===== config.mk =====
export PLATFORM = sky130hd
export DESIGN_NAME = ps2_host_tx_flat
export DESIGN_NICKNAME = d
export VERILOG_FILES = /design/src/rtl/ps2_host_tx_if.sv /design/src/rtl/ps2_host_tx.sv /design/src/flat_wrapper.sv
export SDC_FILE = /design/constraint.sdc
export NUM_CORES = 1
export LEC_CHECK = 0
export ABC_AREA = 1
export CAP_MARGIN = 20
export CORE_UTILIZATION = 62
export DETAILED_ROUTE_END_ITERATION = 10
export GPL_ROUTABILITY_DRIVEN = 1
export PLACE_DENSITY = 0.95
export SLEW_MARGIN = 15
export SYNTH_ARGS = -nofsm -noshare
export SYNTH_HDL_FRONTEND = slang
export SYNTH_SLANG_ARGS = --single-unit

===== constraint.sdc =====
create_clock -name iCLK_50 -period 2.65 [get_ports iCLK_50]
set_clock_uncertainty 0.1 [all_clocks]
set_input_delay 0.53 -clock iCLK_50 [delete_from_list [all_inputs] [get_ports iCLK_50]]
set_output_delay 0.53 -clock iCLK_50 [all_outputs]
set_load 0.01 [all_outputs]

===== src/rtl/ps2_host_tx_if.sv =====
// Command-byte handshake between a client and the PS/2 host transmitter.
// The client drives a byte and a valid strobe; the transmitter reports when
// it can take a byte and pulses done or error once the frame is over.
interface ps2_host_tx_if;
    logic [7:0] iTxData;
    logic       iTxValid;
    logic       oTxReady;
    logic       oTxDone;
    logic       oTxErr;

    // Client side: offers bytes, observes status.
    modport master (
        output iTxData,
        output iTxValid,
        input  oTxReady,
        input  oTxDone,
        input  oTxErr
    );

    // Transmitter side.
    modport slave (
        input  iTxData,
        input  iTxValid,
        output oTxReady,
        output oTxDone,
        output oTxErr
    );
endinterface


===== src/rtl/ps2_host_tx.sv =====
// PS/2 host-to-device transmitter. It sends one command byte per request
// over the open-drain PS2_CLK/PS2_DATA pair. Both lines are driven only as
// active-high pull-low enables, and the top level builds the tristates.
// Frame sequence: inhibit (clock low), request-to-send (clock and data low),
// release the clock, then shift start/data/parity/stop on device falling
// edges, check the device ACK, and wait for the bus to go idle.
// Optional macro PS2TX_TIMEOUT_EN adds a per-frame watchdog that aborts a
// frame stuck in RTS, SEND, ACK or WAIT_IDLE.
module ps2_host_tx #(
    parameter int INHIBIT_CYCLES   = 5000,
    parameter int RTS_SETUP_CYCLES = 50
`ifdef PS2TX_TIMEOUT_EN
    ,
    parameter int TIMEOUT_CYCLES   = 750000
`endif
) (
    input  logic          iCLK_50,
    input  logic          reset,
    ps2_host_tx_if.slave  tx,
    input  logic          ps2_clk_in,
    input  logic          ps2_data_in,
    output logic          oPS2_CLK_OE,
    output logic          oPS2_DATA_OE
);

    typedef enum logic [2:0] {
        ST_IDLE,
        ST_INHIBIT,
        ST_RTS,
        ST_SEND,
        ST_ACK,
        ST_WAIT_IDLE,
        ST_RECOVER
    } state_t;

    localparam int CNT_MAX = (INHIBIT_CYCLES > RTS_SETUP_CYCLES) ? INHIBIT_CYCLES : RTS_SETUP_CYCLES;
    localparam int CNT_W   = $clog2(CNT_MAX + 1);

    localparam logic [CNT_W-1:0] INHIBIT_LAST = CNT_W'(INHIBIT_CYCLES - 1);
    localparam logic [CNT_W-1:0] RTS_LAST     = CNT_W'(RTS_SETUP_CYCLES - 1);
    localparam logic [CNT_W-1:0] IDLE_LAST    = CNT_W'(1);

`ifdef PS2TX_TIMEOUT_EN
    localparam logic [19:0] TIMEOUT_LAST = 20'(TIMEOUT_CYCLES - 1);
`endif

    // Line synchronisers and edge detect.
    logic clk_s1_q, clk_s2_q, clk_prev_q;
    logic data_s1_q, data_s2_q;
    logic clk_fe;
    logic lines_idle;

    // Frame state.
    state_t         state_q,   state_d;
    logic [CNT_W-1:0] cnt_q,   cnt_d;
    logic [3:0]     bitcnt_q,  bitcnt_d;
    logic [7:0]     data_q,    data_d;
    logic           par_q,     par_d;
    logic           dout_oe_q, dout_oe_d;
    logic           done_q,    done_d;
    logic           err_q,     err_d;

`ifdef PS2TX_TIMEOUT_EN
    logic [19:0]    to_cnt_q,  to_cnt_d;
    logic           timeout_hit;
`endif

    // Two-flop synchronisers on both raw lines plus a delayed copy of the clock.
    always_ff @(posedge iCLK_50) begin
        // NOTE: sequential state is updated with non-blocking assignments so every flop samples pre-edge values.
        if (!reset) begin
            clk_s1_q   <= 1'b1;
            clk_s2_q   <= 1'b1;
            clk_prev_q <= 1'b1;
            data_s1_q  <= 1'b1;
            data_s2_q  <= 1'b1;
        end else begin
            clk_s1_q   <= ps2_clk_in;
            clk_s2_q   <= clk_s1_q;
            clk_prev_q <= clk_s2_q;
            data_s1_q  <= ps2_data_in;
            data_s2_q  <= data_s1_q;
        end
    end

    assign clk_fe     = clk_prev_q & ~clk_s2_q;
    assign lines_idle = clk_s2_q & data_s2_q;

    // State register and frame datapath registers.
    always_ff @(posedge iCLK_50) begin
        if (!reset) begin
            state_q   <= ST_IDLE;
            cnt_q     <= '0;
            bitcnt_q  <= '0;
            data_q    <= '0;
            par_q     <= 1'b0;
            dout_oe_q <= 1'b0;
            done_q    <= 1'b0;
            err_q     <= 1'b0;
`ifdef PS2TX_TIMEOUT_EN
            to_cnt_q  <= '0;
`endif
        end else begin
            state_q   <= state_d;
            cnt_q     <= cnt_d;
            bitcnt_q  <= bitcnt_d;
            data_q    <= data_d;
            par_q     <= par_d;
            dout_oe_q <= dout_oe_d;
            done_q    <= done_d;
            err_q     <= err_d;
`ifdef PS2TX_TIMEOUT_EN
            to_cnt_q  <= to_cnt_d;
`endif
        end
    end

    // Next-state and datapath update logic.
    always_comb begin
        // NOTE: every _d starts from its _q (pulses from 0) so no path through this block can infer a latch.
        state_d   = state_q;
        cnt_d     = cnt_q;
        bitcnt_d  = bitcnt_q;
        data_d    = data_q;
        par_d     = par_q;
        dout_oe_d = dout_oe_q;
        done_d    = 1'b0;
        err_d     = 1'b0;

`ifdef PS2TX_TIMEOUT_EN
        to_cnt_d    = to_cnt_q;
        timeout_hit = 1'b0;
        if (state_q inside {ST_INHIBIT, ST_RTS, ST_SEND, ST_ACK, ST_WAIT_IDLE}) begin
            to_cnt_d = to_cnt_q + 20'd1;
        end
        // INHIBIT is self-timed and always shorter than the watchdog, so it is never aborted.
        timeout_hit = (state_q inside {ST_RTS, ST_SEND, ST_ACK, ST_WAIT_IDLE}) &&
                      (to_cnt_q == TIMEOUT_LAST);
`endif

        unique case (state_q)
            ST_IDLE: begin
                if (tx.iTxValid) begin
                    data_d    = tx.iTxData;
                    par_d     = ~^tx.iTxData;
                    cnt_d     = '0;
                    bitcnt_d  = '0;
                    dout_oe_d = 1'b0;
                    state_d   = ST_INHIBIT;
`ifdef PS2TX_TIMEOUT_EN
                    to_cnt_d  = '0;
`endif
                end
            end

            ST_INHIBIT: begin
                if (cnt_q == INHIBIT_LAST) begin
                    cnt_d   = '0;
                    state_d = ST_RTS;
                end else begin
                    cnt_d = cnt_q + 1'b1;
                end
            end

            ST_RTS: begin
                if (cnt_q == RTS_LAST) begin
                    cnt_d     = '0;
                    bitcnt_d  = '0;
                    dout_oe_d = 1'b1;   // start bit stays on the line after the clock is released
                    state_d   = ST_SEND;
                end else begin
                    cnt_d = cnt_q + 1'b1;
                end
            end

            ST_SEND: begin
                // The device samples on its rising edge, so data only moves right after a falling edge.
                if (clk_fe) begin
                    if (bitcnt_q < 4'd8) begin
                        dout_oe_d = ~data_q[bitcnt_q[2:0]];
                    end else if (bitcnt_q == 4'd8) begin
                        dout_oe_d = ~par_q;
                    end else begin
                        dout_oe_d = 1'b0;
                        state_d   = ST_ACK;
                    end
                    if (bitcnt_q != 4'hF) begin
                        bitcnt_d = bitcnt_q + 4'd1;
                    end
                end
            end

            ST_ACK: begin
                if (clk_fe) begin
                    cnt_d = '0;
                    if (!data_s2_q) begin
                        state_d = ST_WAIT_IDLE;
                    end else begin
                        err_d   = 1'b1;
                        state_d = ST_RECOVER;
                    end
                end
            end

            ST_WAIT_IDLE, ST_RECOVER: begin
                // Both lines must read high for two consecutive cycles before the bus is free.
                if (lines_idle) begin
                    if (cnt_q == IDLE_LAST) begin
                        cnt_d   = '0;
                        done_d  = (state_q == ST_WAIT_IDLE);
                        state_d = ST_IDLE;
                    end else begin
                        cnt_d = cnt_q + 1'b1;
                    end
                end else begin
                    cnt_d = '0;
                end
            end

            default: begin
                state_d = ST_IDLE;
            end
        endcase

`ifdef PS2TX_TIMEOUT_EN
        // Watchdog expiry overrides anything else decided this cycle, including a coincident falling edge.
        if (timeout_hit) begin
            state_d   = ST_IDLE;
            cnt_d     = '0;
            bitcnt_d  = '0;
            dout_oe_d = 1'b0;
            done_d    = 1'b0;
            err_d     = 1'b1;
        end
`endif
    end

    // Line enables and handshake outputs decoded from the current state.
    always_comb begin
        oPS2_CLK_OE  = (state_q == ST_INHIBIT) || (state_q == ST_RTS);
        oPS2_DATA_OE = (state_q == ST_RTS) || ((state_q == ST_SEND) && dout_oe_q);
        tx.oTxReady  = (state_q == ST_IDLE);
        tx.oTxDone   = done_q;
        tx.oTxErr    = err_q;
    end

endmodule


===== src/flat_wrapper.sv =====
// flat-port wrapper written by rule: the top's interface ports become plain ports
module ps2_host_tx_flat 
#(
    parameter int INHIBIT_CYCLES   = 5000,
    parameter int RTS_SETUP_CYCLES = 50

)
  (iCLK_50, reset, ps2_clk_in, ps2_data_in, oPS2_CLK_OE, oPS2_DATA_OE, tx_iTxData, tx_iTxValid, tx_oTxReady, tx_oTxDone, tx_oTxErr);
  ps2_host_tx_if tx_i ();
  input  logic iCLK_50;
  input  logic reset;
  input  logic ps2_clk_in;
  input  logic ps2_data_in;
  output logic oPS2_CLK_OE;
  output logic oPS2_DATA_OE;
  input wire logic [$bits(tx_i.iTxData)-1:0] tx_iTxData;
  input wire logic [$bits(tx_i.iTxValid)-1:0] tx_iTxValid;
  output wire logic [$bits(tx_i.oTxReady)-1:0] tx_oTxReady;
  output wire logic [$bits(tx_i.oTxDone)-1:0] tx_oTxDone;
  output wire logic [$bits(tx_i.oTxErr)-1:0] tx_oTxErr;
  assign tx_i.iTxData = tx_iTxData;
  assign tx_i.iTxValid = tx_iTxValid;
  assign tx_oTxReady = tx_i.oTxReady;
  assign tx_oTxDone = tx_i.oTxDone;
  assign tx_oTxErr = tx_i.oTxErr;
  ps2_host_tx #(.INHIBIT_CYCLES(INHIBIT_CYCLES), .RTS_SETUP_CYCLES(RTS_SETUP_CYCLES)) u_core (.iCLK_50(iCLK_50), .reset(reset), .tx(tx_i), .ps2_clk_in(ps2_clk_in), .ps2_data_in(ps2_data_in), .oPS2_CLK_OE(oPS2_CLK_OE), .oPS2_DATA_OE(oPS2_DATA_OE));
endmodule

==> flow_summary.toml, run 1 <==
[floorplanning]
initial_core_utilization = 0.677
area_of_the_core_region_um2 = 3150
ioPinCount = 18
fp-row-count = 20
chipHeight_um = 60.7
die-width_um = 60.7
design.die.area_um2 = 3680

[finish]
layout.cells.most_common = "nand2_1"
commonest_cells_after_routing_fill_and_taps_aside = "nand2_1 (60), nor2_1 (45), dfxtp_1 (37)"
fillers = 253
n_antenna_cell = 0
cell_area_after_layout_um2 = 2400
final_layout_size_suffix_gt1_frac = 0.138
num-nets-final = 346
finalNonFillerCells = 371
areaGrowthSynthToFinish_pct = 12.3
fraction_of_the_core_area_covered_by_cells_at_the_end_of_the_flow = 0.760

[clocking]
hold_buf_count_cts = 0
htree_num_levels = 2
path_clk_slew_ns = 0.12
cts_tree = "built"
tritoncts.num_buffers = 5
ctsResizeCount = 0
clk_latency_ns = 0.35
cts_root_buffer = "clkbuf_4"
max-clock-path-buffers = 2
cts_post_setup_buffers_inserted = 0
cts_num_sinks = 37

[synthesis]
synth_area_leaders = "dfxtp_1 (35%), nand2_1 (11%), nor2_1 (7.9%)"
synth.distinct_cells = 30
ys.flop_type = "dfxtp_1"
post-synth-top-area-cell = "dfxtp_1"
postSynthRegisterBits = 37
synthesis.instances = 305
syn_area_per_cell_um2 = 7.00
synth_largest_type_area_fraction = 0.347
mappedNetlistNets = 325
synth.yosys.seq_area_share = 0.347
async_reset_ff_frac = 0
yosys_warnings = 0
synth_edf_count = 0
syn_area_um2 = 2130

[route]
drcViolationCount = 0
vias = 1975
final_wl_mm = 4.53
drt_iter0_markers = 108
detail-route-antenna-nets = 0
drt_first_pass_iters = 5
routed_wire_length_per_instance_um = 12.2
vias_per_cell = 5.32

[run]
maxCapViolations = 0

[pwr]
vdd.ir_drop.worst_mv = 0.390
totalPowerFinal_mw = 1.84
power-per-cell-area_nw_per_um2 = 766
power_leakage_nw = 1.03

[critical_path]
worst_setup_path_startpoint = "u_core.state_q[1]"
critical_path.startpoint_type = "flip-flop"
worst_ep_required_time_ns = 2.02
timing.critical_path.fanout_max = 7
setup.worst_path.class = "reg2out"
critPathCaptureType = "primary output"
arrival_ns = 1.89
regToRegStartpoint = "u_core.state_q[1]"

[global_route]
first_global_vias = 1847
grt_pass1_wl_mm = 7.76
grtUsageTotal = 0.285
grt_overflow = 0
grt_antenna_before_repair = 0
maximum_number_of_pins_on_one_net_before_global_route_repair = 14

[timing]
setup_violations = 0
hold_viol_final = 0
worst_slew_margin_rel = 0.708
finalSetupTns_ns = 0
tightest_slew_ns = 0.437
rsz_0062_raised_after_global_routing = "no"
max_freq_mhz = 398
slew_viol_final = 0
whs_ns = 0.327
timing.final.ws_setup_ns = 0.135
fin_crit_sh = 0.949
fin_crit_ns = 2.52

[place]
dpl_cell_area_um2 = 2340
dp_slack_ns = 0.553
gp_congestion = 0.901
dpl.hpwl_mm = 3.58
place.port_buffers = 17
dp_cells = 363

[worst_hold_path]
timing.hold.worst.start = "u_core.clk_s1_q"
hold_wc_path_type = "reg2reg"

[run_status]
status = "complete, no violations"
metal layers:
layer	wire length [µm]	share of wire	up-vias	GRT usage
li1	-	-	1018	-
met1	2020	0.45	870	0.357
met2	2150	0.47	79	0.490
met3	293	0.065	8	0.0533
met4	73	0.016	0	0.104
met5	0	0	-	0
report_power, final:
group / switching, mW / internal, mW / leakage [nW]
logic: 0.536 / 0.312 / 0.707
clock network: 0.201 / 0.102 / 0.0234
registers: 0.0549 / 0.629 / 0.302
layout make-up:
type	instances	area [µm²]	area share
Multi-Input combinational cell	226	1220	0.508
Inverter	37	139	0.0579
Clock inverter	3	22.5	0.00939
Timing Repair Buffer	19	185	0.0772
Sequential cell	37	741	0.309
Tap cell	44	55.1	0.0230
Clock buffer	5	37.5	0.0157
cell families (layout without fill, tap and decap cells):
family                     count (synthesis)  count (layout)  synth area share
adders and majority gates                  7               7            0.0410
xor gates and xnor gates                  14              14            0.0574
DFF                                       37              37             0.347
AOI/OAI and AO/OA                         40              40             0.103
and+or+nand+nor                          165             165             0.369
buffers and inverters                     42              64            0.0826
synthesized netlist by cell type, types with 7 or more instances:
cell / n
a21oi_1: 16
o21ai_0: 19
nor2_2: 13
nand4_1: 11
ha_1: 7
dfxtp_1: 37
nand3_1: 15
inv_1: 31
xor2_1: 8
nand2_1: 60
nor2_1: 45
state kept, by name, indices dropped and copies added (netlist names):
name / cells
u_core.dout_oe_q: 1
u_core.tx.oTxErr: 1
u_core.clk_s2_q: 1
u_core.clk_s1_q: 1
u_core.data_s2_q: 1
u_core.tx.oTxDone: 1
u_core.data_s1_q: 1
u_core.clk_prev_q: 1
u_core.par_q: 1
u_core.state_q: 3
u_core.bitcnt_q: 4
u_core.cnt_q: 13
u_core.data_q: 8
final timing paths:
check                endpoint  cells after the start  slack, ns
max              oPS2_DATA_OE                      4       0.13
min           u_core.clk_s2_q                      1       0.33
max reg2reg  u_core.cnt_q[11]                     11       0.73
min reg2reg   u_core.clk_s2_q                      1       0.33
worst max-delay path, stage by stage (launching register included):
cell and delay, ns:
dfxtp_1 0.42, ha_1 0.25, nand2_4 0.09, o21ai_0 0.19
clkdlybuf4s50_1 0.57
Power figures use the tool's default switching activity.
==> run 2: changes to the inputs <==
--- a/config.mk
+++ b/config.mk
@@ -10,6 +10,7 @@
 export CORE_UTILIZATION = 62
 export DETAILED_ROUTE_END_ITERATION = 10
 export GPL_ROUTABILITY_DRIVEN = 1
+export MAX_ROUTING_LAYER = met4
 export PLACE_DENSITY = 0.95
 export SLEW_MARGIN = 15
 export SYNTH_ARGS = -nofsm -noshare
==> run 2 against run 1 <==
Net effect: global-route usage increased by 0.45 points; worst setup slack got worse by 0.018 ns; final cell count unchanged; non-clock buffer count unchanged; final area increased by 1.2%; fmax decreased by 0.72%; clock power increased by 38%; utilization increased by 0.91 points; die area unchanged; wire length increased by 0.66%.
==> flow_summary.toml, run 2 (same netlist as run 1, synthesis figures left out) <==
[global_route]
first_global_vias = 1858
grtUsageTotal = 0.290
grt_antenna_before_repair = 0
grt_pass1_wl_mm = 7.74
grt_overflow = 0
maximum_number_of_pins_on_one_net_before_global_route_repair = 14

[pwr]
power_leakage_nw = 1.05
totalPowerFinal_mw = 1.95
vdd.ir_drop.worst_mv = 0.460
power-per-cell-area_nw_per_um2 = 805

[timing]
finalSetupTns_ns = 0
fin_crit_ns = 2.53
fin_crit_sh = 0.956
rsz_0062_raised_after_global_routing = "no"
worst_slew_margin_rel = 0.713
hold_viol_final = 0
timing.final.ws_setup_ns = 0.117
setup_violations = 0
max_freq_mhz = 395
tightest_slew_ns = 0.429
whs_ns = 0.328
slew_viol_final = 0

[worst_hold_path]
min_delay_worst_endpoint = "u_core.clk_s2_q"
worstHoldPathCells = 1
hold_wc_path_type = "reg2reg"
timing.hold.worst.start = "u_core.clk_s1_q"

[clocking]
htree_num_levels = 2
ctsResizeCount = 0
cts_tree = "built"
hold_buf_count_cts = 0
max-clock-path-buffers = 2
cts_root_buffer = "clkbuf_4"
clk_latency_ns = 0.35
path_clk_slew_ns = 0.11
cts_post_setup_buffers_inserted = 0
tritoncts.num_buffers = 5
cts_num_sinks = 37

[run]
maxCapViolations = 0

[finish]
fraction_of_the_core_area_covered_by_cells_at_the_end_of_the_flow = 0.769
areaGrowthSynthToFinish_pct = 13.7
top_register = "u_core.cnt_q"
multiInputGateArea_um2 = 1220
num-nets-final = 346
largest_register_ff_count = 13
commonest_cells_after_routing_fill_and_taps_aside = "nand2_1 (60), nor2_1 (45), dfxtp_1 (37)"
finalNonFillerCells = 371
biggestRegsByFlops = "u_core.cnt_q (13), u_core.data_q (8), u_core.bitcnt_q (4)"
final_layout_size_suffix_gt1_frac = 0.138
n_antenna_cell = 0
layout.cells.most_common = "nand2_1"
seqCellArea_um2 = 741
cell_area_after_layout_um2 = 2430
fillers = 250

[route]
vias_per_cell = 5.42
routed_wire_length_per_instance_um = 12.3
final_wl_mm = 4.56
drcViolationCount = 0
detail-route-antenna-nets = 0
drt_first_pass_iters = 5
vias = 2009
drt_iter0_markers = 108

[critical_path]
worst_ep_required_time_ns = 2.02
setup.reg_to_reg.worst_slack_ns = 0.72
critical_path.slowest_cell = "clkdlybuf4s50_1"
critical_path.startpoint_type = "flip-flop"
critPathCaptureType = "primary output"
regToRegStartpoint = "u_core.state_q[0]"
crit_path_cell_trace = "ha_1 -> nand2_4 -> o21ai_0 -> clkdlybuf4s50_1"
setup.worst_path.class = "reg2out"
cpPeakStageDelay_ns = 0.59
arrival_ns = 1.90
number_of_cells_on_the_worst_reg_to_reg_path = 11
timing.critical_path.fanout_max = 7
timing.rr.end = "u_core.state_q[1]"

[place]
dp_cells = 363
dpl_cell_area_um2 = 2340
place.port_buffers = 17
dp_slack_ns = 0.516
gp_congestion = 0.944
dpl.hpwl_mm = 3.46

[floorplanning]
area_of_the_core_region_um2 = 3150
initial_core_utilization = 0.677
design.die.area_um2 = 3680
ioPinCount = 18
die-width_um = 60.7
fp-row-count = 20
chipHeight_um = 60.7

[run_status]
status = "complete, no violations"
[run 2: layout make-up]
| type | count | share of cell area |
|---|---|---|
| multi-input cells | 226 | 0.502 |
| flip-flops and latches | 37 | 0.305 |
| repair buffers | 19 | 0.0763 |
| inverters | 37 | 0.0572 |
| well taps | 44 | 0.0227 |
| clock buffers | 6 | 0.0211 |
| clock inverters | 2 | 0.0155 |
[run 2: per-layer routing]
layer	global-route usage	wire length, µm
met1	0.355	2060
met2	0.476	2230
met3	0.0554	216
met4	0.101	55
met5	-	0
[run 2: how the worst max path moves through the flow]
stage	slack (ns)	from	end	depth (start not counted)
floorplan	0.95	u_core.state_q[0]	u_core.cnt_q[7]	11
global placement	0.49	u_core.state_q[0]	oPS2_DATA_OE	4
detailed placement	0.52	u_core.state_q[0]	oPS2_DATA_OE	4
CTS	0.11	u_core.state_q[0]	oPS2_DATA_OE	4
global route	0.02	u_core.state_q[1]	oPS2_DATA_OE	4
finish	0.12	u_core.state_q[1]	oPS2_DATA_OE	4
[run 2: power by group]
group / switching, mW / leakage, nW / internal, mW
Sequential: 0.0521 / 0.302 / 0.629
Clock: 0.195 / 0.0445 / 0.224
Combinational: 0.543 / 0.707 / 0.311
Total: 0.789 / 1.05 / 1.16
[run 2: critical path: cells and delay by family, from the launching register on]
| kind | cells | cell delay (ns) |
|---|---|---|
| AO/OA/AOI/OAI | 1 | 0.23 |
| AND/OR/NAND/NOR | 1 | 0.09 |
| flip-flops | 1 | 0.40 |
| adder cells (fa/ha/maj) | 1 | 0.25 |
| buffers and inverters | 1 | 0.59 |
==> run 3: changes to the inputs <==
--- a/config.mk
+++ b/config.mk
@@ -12,6 +12,7 @@
 export GPL_ROUTABILITY_DRIVEN = 1
 export MAX_ROUTING_LAYER = met4
 export PLACE_DENSITY = 0.95
+export SKIP_LAST_GASP = 1
 export SLEW_MARGIN = 15
 export SYNTH_ARGS = -nofsm -noshare
 export SYNTH_HDL_FRONTEND = slang
==> constraint.sdc (replaced) <==
create_clock -name iCLK_50 -period 2.65 [get_ports iCLK_50]
set_clock_uncertainty 0.1 [all_clocks]
set_input_delay 0.53 -clock iCLK_50 [delete_from_list [all_inputs] [get_ports iCLK_50]]
set_output_delay 0.53 -clock iCLK_50 [all_outputs]
set_load 0.05 [all_outputs]
==> run 3 against run 2 <==
Net effect: register-to-register slack got worse by 0.05 ns; critical path depth unchanged; global-route usage up 0.28 points; final area decreased by 1.3%; critical path type unchanged.
==> flow_summary.toml, run 3 (same netlist as run 1, synthesis figures left out) <==
[route]
drt_first_pass_iters = 4
drt_iter0_markers = 184
final_wl_mm = 4.62
routed_wire_length_per_instance_um = 12.5
vias_per_cell = 5.44
detail-route-antenna-nets = 0
vias = 2019
drcViolationCount = 0

[global_route]
grt_util_met3 = 0.100
maximum_number_of_pins_on_one_net_before_global_route_repair = 14
use_met1 = 0.345
grt_antenna_before_repair = 0
grt_pass1_wl_mm = 7.55
first_global_vias = 1739
grt_overflow = 0
gr-max-usage-layer = "met2"
grt_util_met2 = 0.466
grtUsageTotal = 0.292

[floorplanning]
design.die.area_um2 = 3680
area_of_the_core_region_um2 = 3150
fp-row-count = 20
chipHeight_um = 60.7
initial_core_utilization = 0.677
ioPinCount = 18
die-width_um = 60.7

[critical_path]
timing.critical_path.fanout_max = 7
crit_path_cell_trace = "ha_1 -> nand2_4 -> o21ai_0 -> buf_4"
worst_ep_required_time_ns = 2.02
worst_setup_path_startpoint = "u_core.state_q[0]"
critPathCaptureType = "primary output"
regToRegStartpoint = "u_core.state_q[0]"
critical_path.n_buffers_inverters = 1
setup.worst_path.class = "reg2out"
critical_path.startpoint_type = "flip-flop"
worst-path-stages = 4
critical_path.slowest_cell = "dfxtp_1"
crit_family = "flip-flops"
cpPeakStageDelay_ns = 0.40
arrival_ns = 1.66
number_of_cells_on_the_worst_reg_to_reg_path = 11

[run]
maxCapViolations = 0

[place]
dpl.hpwl_mm = 3.54
place.port_buffers = 17
dp_slack_ns = 0.398
gp_congestion = 0.945
dpl_cell_area_um2 = 2330

[finish]
layout.cells.most_common = "nand2_1"
n_antenna_cell = 0
top_register = "u_core.cnt_q"
biggestRegsByFlops = "u_core.cnt_q (13), u_core.data_q (8), u_core.bitcnt_q (4)"
commonest_cells_after_routing_fill_and_taps_aside = "nand2_1 (60), nor2_1 (45), dfxtp_1 (37)"
largest_register_ff_count = 13
areaGrowthSynthToFinish_pct = 12.2
num-nets-final = 346
cell_area_after_layout_um2 = 2390
fraction_of_the_core_area_covered_by_cells_at_the_end_of_the_flow = 0.760
final_layout_size_suffix_gt1_frac = 0.141

[timing]
fin_crit_ns = 2.29
slew_viol_final = 0
timing.final.ws_setup_ns = 0.363
tightest_slew_ns = 0.511
max_freq_mhz = 437
hold_viol_final = 0
rsz_0062_raised_after_global_routing = "no"
setup_violations = 0
worst_slew_margin_rel = 0.658
finalSetupTns_ns = 0
fin_crit_sh = 0.863

[clocking]
hold_buf_count_cts = 0
cts_root_buffer = "clkbuf_4"
path_clk_slew_ns = 0.11
cts_post_setup_buffers_inserted = 0
max-clock-path-buffers = 2
tritoncts.num_buffers = 5
htree_num_levels = 2
cts_num_sinks = 37
cts_tree = "built"
ctsResizeCount = 0
clk_latency_ns = 0.35

[pwr]
vdd.ir_drop.worst_mv = 0.548
totalPowerFinal_mw = 1.89
power-per-cell-area_nw_per_um2 = 791
power_leakage_nw = 1.06

[worst_hold_path]
timing.hold.worst.start = "u_core.clk_s1_q"
worstHoldPathCells = 1
hold_wc_path_type = "reg2reg"

[run_status]
status = "complete, no violations"
[run 3: per-stage QoR]
stage | cells | hold WS, ns
6_report | 371 | 0.331
5_1_grt | 371 | 0.358
4_1_cts | 371 | 0.331
3_5_place_dp | 363 | 0.303
3_3_place_gp | 363 | 0.294
2_1_floorplan | 305 | 0.293
[run 3: path summary, 6_finish.rpt]
path / to / slack [ns]
max: oPS2_DATA_OE / 0.36
min: u_core.clk_s2_q / 0.33
max reg2reg: u_core.cnt_q[11] / 0.67
min reg2reg: u_core.clk_s2_q / 0.33
[run 3: report_power, final]
group	internal [mW]	switching (mW)	total (mW)
Combinational	0.308	0.608	0.917
Sequential	0.629	0.0503	0.680
Clock	0.0999	0.198	0.297
Total	1.04	0.856	1.89
[run 3: layer usage]
layer / wire length [µm] / vias up
li1: - / 1015
met1: 2000 / 923
met3: 265 / 12
met2: 2270 / 69
met4: 84 / 0
met5: 0 / -
[run 3: worst register-to-register path: stages, from the launching register on]
cell	delay (ns)
dfxtp_1	0.40
inv_1	0.09
ha_1	0.24
inv_1	0.07
nor2_2	0.05
nand2_2	0.18
nand3b_4	0.16
nor2_1	0.23
nand2_1	0.11
nor2_1	0.13
o21ai_1	0.08
nor2_2	0.10
[run 3: area by class of cell]
cell class / count / area [µm²]
Fill cell: 259 / 758
Sequential cell: 37 / 741
Tap cell: 44 / 55.1
Inverter: 37 / 139
Multi-Input combinational cell: 226 / 1220
Clock inverter: 3 / 17.5
Clock buffer: 5 / 37.5
Timing Repair Buffer: 19 / 188
